--- src/rtl/exception_ctrl_pkg.sv ---
// Shared definitions for the trap sequencer: cause codes, FSM states and default parameters.
package exception_ctrl_pkg;

   localparam int unsigned XLEN_DEF         = 32;
   localparam int unsigned FLUSH_CYCLES_DEF = 3;
   localparam logic [31:0] EXC_VECTOR_DEF   = 32'h0000_2000;
   localparam int unsigned CNT_W            = 4;

   // Cause value doubles as the rm write strobe, so NONE must stay zero
   typedef enum logic [2:0] {
      CAUSE_NONE    = 3'd0,
      CAUSE_ITLB    = 3'd1,
      CAUSE_ILLEGAL = 3'd2,
      CAUSE_DTLB    = 3'd3,
      CAUSE_IRQ     = 3'd4
   } cause_e;

   typedef enum logic [1:0] {
      ST_IDLE,
      ST_CAPTURE,
      ST_FLUSH,
      ST_REDIRECT
   } state_e;

endpackage

--- src/rtl/exception_ctrl_prio_enc.sv ---
// Combinational priority select of the winning trap source and its rm0/rm1 payload.
module exc_prio_enc
   import exception_ctrl_pkg::*;
#(
   parameter int unsigned XLEN = XLEN_DEF
) (
   input  logic            m_exc,
   input  logic            d_exc,
   input  logic            f_exc,
   input  logic            irq_take,
   input  logic [XLEN-1:0] f_pc,
   input  logic [XLEN-1:0] d_pc,
   input  logic [XLEN-1:0] m_pc,
   input  logic [XLEN-1:0] m_addr,
   output cause_e          cause_c,
   output logic [XLEN-1:0] rm0_c,
   output logic [XLEN-1:0] rm1_c
);

   // Oldest pipeline stage wins; an IRQ returns to the not-yet-executed decode PC
   always_comb begin
      cause_c = CAUSE_NONE;
      rm0_c   = '0;
      rm1_c   = '0;
      if (m_exc) begin
         cause_c = CAUSE_DTLB;
         rm0_c   = m_pc;
         rm1_c   = m_addr;
      end else if (d_exc) begin
         cause_c = CAUSE_ILLEGAL;
         rm0_c   = d_pc;
      end else if (f_exc) begin
         cause_c = CAUSE_ITLB;
         rm0_c   = f_pc;
         rm1_c   = f_pc;
      end else if (irq_take) begin
         cause_c = CAUSE_IRQ;
         rm0_c   = d_pc;
      end
   end

endmodule

--- src/rtl/exception_ctrl.sv ---
// Trap sequencer: captures the winning exception into rm0..rm2, flushes the pipe,
// then redirects fetch to the trap vector or, for iret, to the saved return PC.
module exception_ctrl
   import exception_ctrl_pkg::*;
#(
   parameter int unsigned     XLEN         = XLEN_DEF,
   parameter int unsigned     FLUSH_CYCLES = FLUSH_CYCLES_DEF,
   parameter logic [XLEN-1:0] EXC_VECTOR   = XLEN'(EXC_VECTOR_DEF)
) (
   input  logic            clk,
   input  logic            reset,
   input  logic            f_exc,
   input  logic [XLEN-1:0] f_pc,
   input  logic            d_exc,
   input  logic [XLEN-1:0] d_pc,
   input  logic            m_exc,
   input  logic [XLEN-1:0] m_pc,
   input  logic [XLEN-1:0] m_addr,
   input  logic            irq,
   input  logic            psw_super,
   input  logic            iret_valid,
   input  logic [XLEN-1:0] in_rm0,
   output logic [XLEN-1:0] out_rm0,
   output logic [XLEN-1:0] out_rm1,
   output logic [XLEN-1:0] out_rm2,
   output logic            flush,
   output logic            redir_valid,
   output logic [XLEN-1:0] redir_pc,
   input  logic            redir_ready,
   output logic            psw_set_super,
   output logic            psw_set_user,
   output logic            busy
);

   state_e           state, state_d;
   logic [CNT_W-1:0] cnt, cnt_d;
   logic             ret, ret_d;
   logic             irq_pend, irq_pend_d;
   logic             irq_take;
   cause_e           sel_cause;
   logic [XLEN-1:0]  sel_rm0, sel_rm1;
   logic [XLEN-1:0]  rm0_d, rm1_d, rm2_d, redir_pc_d;
   logic             flush_d, redir_valid_d, set_super_d;

   assign irq_take = irq_pend & ~psw_super;

   exc_prio_enc #(.XLEN(XLEN)) u_prio (
      .m_exc    (m_exc),
      .d_exc    (d_exc),
      .f_exc    (f_exc),
      .irq_take (irq_take),
      .f_pc     (f_pc),
      .d_pc     (d_pc),
      .m_pc     (m_pc),
      .m_addr   (m_addr),
      .cause_c  (sel_cause),
      .rm0_c    (sel_rm0),
      .rm1_c    (sel_rm1)
   );

   assign busy         = (state != ST_IDLE);
   assign psw_set_user = (state == ST_REDIRECT) & ret & redir_ready;

   // Next state and next registered outputs
   always_comb begin
      state_d       = state;
      cnt_d         = cnt;
      ret_d         = ret;
      irq_pend_d    = irq_pend | irq;
      rm0_d         = '0;
      rm1_d         = '0;
      rm2_d         = '0;
      set_super_d   = 1'b0;
      redir_valid_d = redir_valid;
      redir_pc_d    = redir_pc;
      case (state)
         ST_IDLE: begin
            if (sel_cause != CAUSE_NONE) begin
               state_d     = ST_CAPTURE;
               ret_d       = 1'b0;
               rm0_d       = sel_rm0;
               rm1_d       = sel_rm1;
               rm2_d       = XLEN'(sel_cause);
               set_super_d = 1'b1;
               // A fresh irq level in the taking cycle re-arms the pending flag
               if (sel_cause == CAUSE_IRQ) irq_pend_d = irq;
            end else if (iret_valid) begin
               state_d = ST_FLUSH;
               ret_d   = 1'b1;
               cnt_d   = CNT_W'(FLUSH_CYCLES);
            end
         end
         ST_CAPTURE: begin
            state_d = ST_FLUSH;
            cnt_d   = CNT_W'(FLUSH_CYCLES);
         end
         ST_FLUSH: begin
            if (cnt == CNT_W'(1)) begin
               state_d       = ST_REDIRECT;
               redir_valid_d = 1'b1;
               redir_pc_d    = ret ? in_rm0 : EXC_VECTOR;
            end else begin
               cnt_d = cnt - CNT_W'(1);
            end
         end
         ST_REDIRECT: begin
            if (redir_ready) begin
               state_d       = ST_IDLE;
               ret_d         = 1'b0;
               redir_valid_d = 1'b0;
               redir_pc_d    = '0;
            end
         end
         default: state_d = ST_IDLE;
      endcase
      flush_d = (state_d == ST_FLUSH);
   end

   always_ff @(posedge clk or negedge reset) begin
      if (!reset) begin
         state         <= ST_IDLE;
         cnt           <= '0;
         ret           <= 1'b0;
         irq_pend      <= 1'b0;
         out_rm0       <= '0;
         out_rm1       <= '0;
         out_rm2       <= '0;
         psw_set_super <= 1'b0;
         flush         <= 1'b0;
         redir_valid   <= 1'b0;
         redir_pc      <= '0;
      end else begin
         state         <= state_d;
         cnt           <= cnt_d;
         ret           <= ret_d;
         irq_pend      <= irq_pend_d;
         out_rm0       <= rm0_d;
         out_rm1       <= rm1_d;
         out_rm2       <= rm2_d;
         psw_set_super <= set_super_d;
         flush         <= flush_d;
         redir_valid   <= redir_valid_d;
         redir_pc      <= redir_pc_d;
      end
   end

endmodule
--- config.mk ---
export PLATFORM = sky130hd
export DESIGN_NAME = exception_ctrl
export DESIGN_NICKNAME = d
export VERILOG_FILES = /design/src/rtl/exception_ctrl_pkg.sv /design/src/rtl/exception_ctrl_prio_enc.sv /design/src/rtl/exception_ctrl.sv
export SDC_FILE = /design/constraint.sdc
export NUM_CORES = 1
export LEC_CHECK = 0
export ABC_AREA = 1
export CAP_MARGIN = 20
export CORE_MARGIN = 3
export CORE_UTILIZATION = 41
export CTS_BUF_LIST = sky130_fd_sc_hd__clkbuf_16
export DETAILED_ROUTE_END_ITERATION = 10
export PLACE_DENSITY = 0.87
export SYNTH_ARGS = -nofsm -noshare
export SYNTH_HDL_FRONTEND = slang
export SYNTH_HIERARCHICAL = 1
export SYNTH_SLANG_ARGS = --single-unit
--- constraint.sdc ---
create_clock -name clk -period 2.5 [get_ports clk]
set_clock_uncertainty 0.15 [all_clocks]
set_input_delay 0.5 -clock clk [delete_from_list [all_inputs] [get_ports clk]]
set_output_delay 0.5 -clock clk [all_outputs]
set_load 0.01 [all_outputs]
==> results.sh <==
export IMPL_status="finished clean"
export IMPL_yosysSeqAreaShare_pct=51.8
export IMPL_first_pass_iters=4
export IMPL_drv_slew=0
export IMPL_htreeDepth=3
export IMPL_num_antenna_cells=0
export IMPL_grt_pass1_wl_microns=25400
export IMPL_grt_usage_pct=22.2
export IMPL_area_growth_pct=57.0
export IMPL_drc=0
export IMPL_ys_async_sr_fraction_pct=100
export IMPL_fin_tns_setup_ns=0
export IMPL_synth_warnings=6
export IMPL_avgRoutedWirePerCell_microns=14.6
export IMPL_slew_headroom_pct=58.2
export IMPL_dp_slack_ns=0.149
export IMPL_tightest_slew_ns=0.627
export IMPL_yosys_top_cells_area="dfrtp_1 52%, nand2_1 14%, nand3_1 10%"
export IMPL_antenna_found_initial=1
export IMPL_cts_root_buffer="clkbuf_16"
export IMPL_routed_wl_microns=16200
export IMPL_hpwl_microns=12700
export IMPL_num_nets_final=1109
export IMPL_grt_overflow=0
export IMPL_synth_top_area_cell="dfrtp_1"
export IMPL_max_freq_mhz=427
export IMPL_place_congestion=0.842
export IMPL_seqCellArea_sq_um=2750
export IMPL_vias=5088
export IMPL_clk_pin_slew_ns=0.07
export IMPL_start_util_pct=43.0
export IMPL_coreArea_sq_um=12400
export IMPL_cts_resized=0
export IMPL_clock_path_buffers=2
export IMPL_fp_dieW_microns=120
export IMPL_drtIter0Drc=233
export IMPL_drive_gt1_share_pct=4.35
export IMPL_crit_arrival_ns=1.69
export IMPL_final_common_cell="clkdlybuf4s50_1"
export IMPL_via_per_inst=4.58
export IMPL_critPathRequiredTime_ns=1.85
export IMPL_grt_max_degree=63
export IMPL_rows=40
export IMPL_multiInputGateArea_sq_um=1930
export IMPL_clkSinkCount=110
export IMPL_dieHeight_microns=120
export IMPL_setup_violations=0
export IMPL_postCtsHoldBufs=1
export IMPL_io_pins=302
export IMPL_ir_worst_vdd_mv=0.398
export IMPL_netlist_area_sq_um=5320
export IMPL_synth_top_cell_area_share_pct=51.8
export IMPL_critPathLaunchType="input port"
export IMPL_grt_pass1_vias=5022
export IMPL_netlist_instances=677
export IMPL_yosys_register_bits=110
export IMPL_post_cts_buffers=0
export IMPL_powerDensity_nw_per_um2=660
export IMPL_period_share_pct=93.7
export IMPL_synth_edf_count=0
export IMPL_ys_types=24
export IMPL_crit_fanout=2
export IMPL_worstSetupEndpointType="output port"
export IMPL_p_leak_nw=4.12
export IMPL_rsz0062_at_grt="no"
export IMPL_synthFlopType="dfrtp_1"
export IMPL_io_buffer_count=272
export IMPL_cts_tree="done"
export IMPL_detail_route_antenna_nets=0
export IMPL_setup_slack_ns=0.158
export IMPL_maxCapViolCount=0
export IMPL_crit_type="input port to output port"
export IMPL_final_hold_viol_count=0
export IMPL_cts_buffers=9
export IMPL_min_period_ns=2.34
export IMPL_clk_latency_ns=0.33
export IMPL_mostFrequentLayoutCells="270 x clkdlybuf4s50_1, 192 x nand2_1, 111 x nand3_1"
export IMPL_fillerInstances=1039
export IMPL_hold_path_class="register to register"
export IMPL_dieArea_sq_um=14400
export IMPL_syn_avg_cell_area_sq_um=7.86
==> layer usage <==
layer / routed length, microns / global-route usage [%]
met5: 13 / 0
met4: 320 / 6.23
met3: 1200 / 7.02
met2: 8660 / 40.7
met1: 6020 / 24.6
==> power breakdown <==
group | internal, mW | leakage (nW) | switching (mW)
clock | 0.679 | 0.131 | 0.644
combinational | 0.934 | 2.49 | 1.08
sequential | 2.05 | 1.50 | 0.120
total | 3.66 | 4.12 | 1.84
==> synthesized netlist by cell type, types with 3 or more instances <==
cell       n
nand2_1  192
nand3_1  111
dfrtp_1  110
nor2_1    83
inv_1     76
buf_4     36
buf_2     23
o21ai_1   17
buf_6      4
o21ai_0    4
inv_2      3
==> final timing paths <==
path | depth (start not counted) | slack, ns | to | startpoint
setup / recovery | 4 | 0.16 | psw_set_user | redir_ready
hold / removal | 2 | 0.33 | redir_valid | redir_valid
setup reg to reg | 6 | 0.73 | redir_pc[12] | cnt[1]
hold reg to reg | 2 | 0.33 | redir_valid | redir_valid
max in group asynchronous | 3 | 1.13 | out_rm1[17] | reset
min in group asynchronous | 2 | 0.51 | out_rm0[24] | reset
==> per-stage QoR <==
| step | power, mW | hold WS [ns] | cells | cell area (sq um) | util [%] |
|---|---|---|---|---|---|
| 2_1_floorplan | 3.26 | 0.0544 | 705 | 5420 | - |
| 3_3_place_gp | 4.19 | 0.304 | 1094 | 8060 | 65.2 |
| 5_1_grt | 5.86 | 0.377 | 1111 | 8350 | 67.5 |
| 4_1_cts | 5.57 | 0.335 | 1111 | 8350 | 67.5 |
| 6_report | 5.51 | 0.327 | 1111 | 8350 | 67.5 |
| 3_5_place_dp | 4.24 | 0.316 | 1094 | 8060 | 65.2 |
==> critical path, stage by stage <==
cell             delay (ns)
clkdlybuf4s50_1        0.50
nand2_2                0.07
nor2_1                 0.08
clkdlybuf4s50_1        0.54
==> registers in the layout, indices dropped and copies added (netlist names) <==
register,flops
ret,1
out_rm1,32
redir_valid,1
state,2
psw_set_super,1
cnt,4
out_rm2,3
out_rm0,32
flush,1
irq_pend,1
redir_pc,32
==> final cells by class <==
class                           instances  area share (%)
Timing Repair Buffer                  286            34.4
Clock inverter                          7           0.600
Clock buffer                            9            2.70
Multi-Input combinational cell        451            23.2
Tap cell                              168            2.52
Sequential cell                       110            33.0
Inverter                               80            3.63
==> cells by family (layout without fill, tap and decap cells) <==
| family | Yosys count | after routing | synth area share, % |
|---|---|---|---|
| and+or+nand+nor | 395 | 395 | 31.4 |
| buffers and inverters | 144 | 382 | 13.9 |
| DFF | 110 | 110 | 51.8 |
| AOI/OAI and AO/OA | 25 | 25 | 2.45 |
| adders and majority gates | 2 | 2 | 0.470 |
| other | 1 | 29 | 0.0705 |
Power figures use the tool's default switching activity.
